File: config.mk
export PLATFORM = sky130hd
export DESIGN_NAME = puf_shift_unit
export DESIGN_NICKNAME = d
export VERILOG_FILES = /design/src/rtl/puf_pkg.sv /design/src/rtl/puf_bit_counter.sv /design/src/rtl/puf_shift_unit.sv
export SDC_FILE = /design/constraint.sdc
export NUM_CORES = 1
export LEC_CHECK = 0
export ABC_AREA = 1
export BUFFER_PORTS_ARGS = -buffer_cell sky130_fd_sc_hd__buf_4
export CORE_ASPECT_RATIO = 0.75
export CORE_MARGIN = 1
export CORE_UTILIZATION = 48
export CTS_CLUSTER_DIAMETER = 200
export DETAILED_ROUTE_END_ITERATION = 7
export PLACE_DENSITY_LB_ADDON = 0.25
export SYNTH_ARGS = -nofsm -noshare
export SYNTH_HDL_FRONTEND = slang
export SYNTH_HIERARCHICAL = 1
export SYNTH_SLANG_ARGS = --single-unit
File: constraint.sdc
create_clock -name clk -period 1.3 [get_ports clk]
set_clock_uncertainty 0.05 [all_clocks]
set_input_delay 0.195 -clock clk [delete_from_list [all_inputs] [get_ports clk]]
set_output_delay 0.195 -clock clk [all_outputs]
set_load 0.03 [all_outputs]
File: src/rtl/puf_pkg.sv
// puf_pkg: shared state encoding, default widths and shift direction constants for the PUF datapath
package puf_pkg;
  typedef enum logic [1:0] {IDLE, FILL, FULL} state_t;
  localparam int PUF_RESP_W = 8;
  localparam logic SHIFT_LEFT = 1'b0;
  localparam logic SHIFT_RIGHT = 1'b1;
endpackage

File: src/rtl/puf_bit_counter.sv
// puf_bit_counter: saturating fill counter; clear and increment together yield one (first bit of next word)
module puf_bit_counter #(
  parameter int WIDTH = 8,
  parameter int CNT_W = $clog2(WIDTH + 1)
) (
  input  logic             clk,
  input  logic             rst_n,
  input  logic             clr,
  input  logic             inc,
  output logic [CNT_W-1:0] count,
  output logic             full
);
  logic [CNT_W-1:0] count_nxt;
  assign full = count == CNT_W'(WIDTH);
  // next count: clear wins over hold, increment stops at WIDTH
  always_comb begin
    count_nxt = clr ? (inc ? CNT_W'(1) : '0) : (inc && !full ? count + CNT_W'(1) : count);
  end
  // count register
  always_ff @(posedge clk or negedge rst_n) begin
    if (!rst_n) count <= '0;
    else count <= count_nxt;
  end
endmodule

File: src/rtl/puf_shift_unit.sv
// puf_shift_unit: serial-in/parallel-out and parallel-in/serial-out shift register with valid/ready word handoff
// Right shifts and shift_dir are only honoured when PUF_SHIFT_BIDIR_EN is defined; otherwise all shifts are left.
module puf_shift_unit
  import puf_pkg::*;
#(
  parameter int               WIDTH     = PUF_RESP_W,
  parameter logic [WIDTH-1:0] RESET_VAL = '0,
  parameter int               CNT_W     = $clog2(WIDTH + 1)
) (
  input  logic             clk,
  input  logic             rst_n,
  input  logic             load,
  input  logic [WIDTH-1:0] par_in,
  input  logic             shift_en,
  input  logic             ser_in,
  input  logic             shift_dir,
  output logic             ser_out,
  output logic [WIDTH-1:0] par_out,
  output logic [CNT_W-1:0] count,
  output logic             out_valid,
  input  logic             out_ready
);
  state_t state, state_nxt;
  logic [WIDTH-1:0] q;
  logic hs, do_shift, dir_right, full;
`ifdef PUF_SHIFT_BIDIR_EN
  assign dir_right = shift_dir == SHIFT_RIGHT;
  assign ser_out = dir_right ? q[0] : q[WIDTH-1];
`else
  assign dir_right = 1'b0;
  assign ser_out = q[WIDTH-1];
`endif
  assign hs = out_valid && out_ready;
  assign do_shift = !load && shift_en && (state != FULL || hs);
  assign par_out = q;
  puf_bit_counter #(.WIDTH(WIDTH), .CNT_W(CNT_W)) u_cnt (
    .clk(clk), .rst_n(rst_n), .clr(load || hs), .inc(do_shift), .count(count), .full(full)
  );
  // state register
  always_ff @(posedge clk or negedge rst_n) begin
    if (!rst_n) state <= IDLE;
    else state <= state_nxt;
  end
  // next state: load beats handshake beats shift; a shift during handshake starts the next word
  always_comb begin
    state_nxt = load ? IDLE
              : hs ? (shift_en ? FILL : IDLE)
              : do_shift ? (count == CNT_W'(WIDTH - 1) ? FULL : FILL)
              : state;
  end
  // output decode
  always_comb begin
    out_valid = state == FULL;
  end
  // data register: parallel load or one-bit shift, else hold (including the FULL stall)
  always_ff @(posedge clk or negedge rst_n) begin
    if (!rst_n) q <= RESET_VAL;
    else if (load) q <= par_in;
    else if (do_shift) q <= dir_right ? {ser_in, q[WIDTH-1:1]} : {q[WIDTH-2:0], ser_in};
  end
endmodule
======== Word-level counts from Yosys, hierarchy flattened ========
Index checks and enable logic that the tools add are counted.
Widths: inputs -> output; s select.
operators by class
  add/sub/neg operators ................... 1
  reductions and logical operators ........ 11
  mux-type cells .......................... 10
  equality and inequality tests ........... 4
operators by type and width
  kind                 count
  $mux 8               2
  $mux 2               4
  $mux 4               2
  $add 4x1->4 const B  1
  $eq 4x3->1 const B   1
  $eq 4x4->1 const B   1
  $logic_and 1x1->1    4
  $reduce_bool 2->1    2
  $reduce_bool 3->1    1
  $eq 2x2->1 const B   1
  $logic_not 1->1      2
  $logic_or 1x1->1     2
  $mux 1               2
  $ne 2x2->1 const B   1
storage, ports and cells
  output and inout bits ................... 14
  bits of input ports ..................... 15
  register bits ........................... 14
  logic and storage cells ................. 29

======== Longest topological paths before layout ========
  depth in word-level cells ............... 7
  gate-level depth with buffers ........... 11
  mapped depth without buffers ............ 10

======== Cells and area by module ========
Netlist, hierarchy kept.
by module, submodules not included
  module           times used  area an instance (µm²)  sequential area each (µm²)  cells an instance
  puf_shift_unit   1           593.1                   250.2                       77
  puf_bit_counter  1           249.0                   100.1                       34

======== Least setup slack after synthesis ========
OpenSTA, ideal clock, no wires.
  path kind ............................... flip-flop to flip-flop
  from .................................... register u_cnt.count[0]
  to ...................................... register u_cnt.count[0]
  buffers on the path ..................... 0
  slack ................................... -0.006 ns
  arrival time ............................ 1.138 ns
  cell stages (with the launch flop) ...... 7
  clock period less this slack ............ 1.306 ns
  setup time .............................. 0.118 ns
  data required time ...................... 1.132 ns
  cells stage by stage .................... dfrtp_1 -> inv_1 -> ha_1 -> nand3_2 -> nand2_1 -> nand3_1 -> nand2_1
between the ends
  cells in the longest elaborated chain, start to end .. 4
  elaborated cells between the ends (all ways) .. 7
  those cells by class .................... add/sub: 1; eq/ne: 1; mux: 2; reduce/logical: 3
RTL lines
  item                                                                 line                   source
  start, declared                                                      puf_bit_counter.sv:10  output logic [CNT_W-1:0] count,
  start signal, assigned                                               puf_bit_counter.sv:22  else count <= count_nxt;
  parallel branches: the longest is 4 deep, another holds $add 4x1->4  -
Several ways; the timed one is not identified. The select of a mux whose other input is x is not followed.
A chain may end at the register's enable or synchronous reset.

======== Final worst setup path ========
  from .................................... register state[1]
  to ...................................... output port out_valid
between the ends
  cells in the longest elaborated chain, start to end .. 1
RTL lines
  item                    line                  source
  start, declared         puf_shift_unit.sv:23  state_t state, state_nxt;
  start signal, assigned  puf_shift_unit.sv:42  else state <= state_nxt;
  $eq 2x2->1              puf_shift_unit.sv:53  out_valid = state == FULL;
  end, declared           puf_shift_unit.sv:20  output logic out_valid,
Every way passes these cells.

==> flow_metrics.tcl <==
set metrics [dict create \
    rrSetupSlack_ps 60 \
    power.internal_w 0.000708 \
    hold_end "par_out[0]" \
    grt_overflow 0 \
    switchingPower_w 0.000365 \
    crit_required_ps 1050 \
    die_h_um 38.2 \
    core_mm2 0.00156 \
    hpwl_mm 1.38 \
    tightest_slew_ps 224 \
    r2r-end "u_cnt/count[0]" \
    seq_power_share 0.478 \
    grt_max_degree 15 \
    viasPerCell 4.81 \
    maxCapViolCount 0 \
    cts-root-buf "clkbuf_4" \
    path_buf_inv 2 \
    p_clk_frac 0.226 \
    crit_family "flip-flops" \
    hold_depth 3 \
    max_freq_mhz 802 \
    rr_worst_depth 7 \
    antenna_cells 0 \
    dp_cells 159 \
    finalHoldViolCount 0 \
    start_kind "flop" \
    io_buffer_count 27 \
    clock-sinks 14 \
    min_period_ps 1250 \
    hp-start "ser_in" \
    dieArea_mm2 0.00192 \
    clk_path_buf_depth 2 \
    gp_congestion 0.762 \
    grt_first_pass_wirelength_mm 3.15 \
    hold_slack_ps 106 \
    power_density_mw_per_mm2 963 \
    final_area_mm2 0.00111 \
    fin_nets 161 \
    start_util 0.537 \
    syn_inst 110 \
    drt_iter0_drc 12 \
    pin_count 29 \
    synth_warnings 6 \
    wl_mm 1.81 \
    routedWlPerCell_um 11.1 \
    postRouteAntennaNets 0 \
    syn_to_final_growth_pct 33.0 \
    status "finished clean" \
    slew_viol_final 0 \
    relSlewSlack 0.851 \
    clkTransAtPathRegs_ps 80 \
    crit_slowest_cell "dfrtp_2" \
    cts_tree "yes" \
    critPathArrivalTime_ps 1000 \
    track_usage 0.227 \
    critPathMaxFanout 4 \
    hold_path.class "input pin to flop" \
    place_area_mm2 0.00107 \
    final_layout_size_suffix_gt1_frac 0.317 \
    critPathMaxStageDelay_ps 420 \
    setup_violations 0 \
    cellLeakagePower_nw 0.618 \
    drcViolationCount 0 \
    cp_cell_sequence "inv_1, nor2_1, buf_4" \
    grt_pass1_vias 739 \
    insertion_delay_ps 280 \
    reg2reg_from "u_cnt/count[0]" \
    p_sw_frac 0.340 \
    syn_area_per_cell_um2 7.62 \
    dieWidth_um 50.3 \
    p_total_w 0.00107 \
    htreeDepth 1 \
    final_cells 163 \
    fin_crit_sh 0.960 \
    num_rows 12 \
    grt_antenna_before_repair 0 \
    cts_buffers 3 \
    mappedNetlistArea_um2 838 \
    setup.worst_path.start "state[1]" \
    ir_worst_vdd_mv 0.798 \
    worst-setup-path-type "flop to output pin" \
    vias 784 \
    cp-end-kind "output pin" \
    synthesis.nets 127 \
    drt_first_pass_iters 4 \
    postCtsSetupRepairBufs 0 \
    combinationalPowerShare 0.296 \
]
-- routing by layer --
| layer | vias to the layer above | GRT usage | part of all wire |
|---|---|---|---|
| met4 | 0 | 0.0643 | 0.0072 |
| met1 | 349 | 0.271 | 0.46 |
| met2 | 24 | 0.397 | 0.48 |
| met3 | 2 | 0.0714 | 0.051 |
| li1 | 409 | - | - |
| met5 | - | 0 | 0 |
-- worst reg2reg max path, stage by stage (launching register included) --
cell and delay, ps:
dfrtp_1 460, inv_1 90, ha_1 180, nand3_2 80, nand2_1 110, nand2_1 60
nand2_1 60, nand2_1 50
-- stage by stage --
step                setup WS (ps)   util  TNS (ps)
floorplan                    5.95      -         0
global placement             94.9  0.686         0
detailed placement           73.7  0.686         0
CTS                          14.8  0.707         0
global route                -4.66  0.714     -7.75
finish                       52.5  0.714         0
-- worst max path at each step --
stage | to | slack (ps) | cells past startpoint
2_1_floorplan | u_cnt/count[0] | 6 | 6
3_3_place_gp | u_cnt/count[1] | 90 | 6
3_5_place_dp | u_cnt/count[1] | 70 | 6
4_1_cts | out_valid | 10 | 3
5_1_grt | u_cnt/count[0] | -5 | 8
6_report | out_valid | 50 | 3
-- sequential cells by signal (all words and copies together), names as in the netlist --
| register | flops |
|---|---|
| par_out | 8 |
| state | 2 |
| u_cnt/count | 4 |
-- power by group through the flow --
stage	Sequential (W)	Clock, W	Combinational (W)
after floorplan	0.000586	0	0.000123
after global placement	0.000519	0	0.000307
after detailed placement	0.000520	0	0.000315
after CTS	0.000512	0.000246	0.000318
after global routing	0.000518	0.000263	0.000348
final	0.000513	0.000242	0.000318
-- cells in the final DEF (no fill, tap or decap) --
cell type	n
nand3_2	2
nand3_4	1
nor2_8	1
nor2_1	4
inv_1	17
nand2_4	2
dfrtp_2	1
nor2_2	1
o21ai_0	2
inv_6	1
nand2_2	1
nor3_1	1
clkbuf_4	3
nand2_1	41
a31oi_1	9
nand4_1	1
inv_4	2
buf_4	30
nand3_1	6
dfrtp_1	13
ha_1	2
dlygate4sd3_1	1
-- area by class of cell --
class | count | area, um^2
Multi-Input combinational cell | 74 | 394
Inverter | 20 | 85.1
Sequential cell | 14 | 352
Clock buffer | 3 | 22.5
Fill cell | 126 | 447
Timing Repair Buffer | 31 | 235
Tap cell | 21 | 26.3
-- what timing repair did --
action	CTS	global route
gates resized for setup	0	4
hold buffers	1	0
hold endpoints to repair	14	0
setup endpoints to repair	0	7
Power figures use the tool's default switching activity.
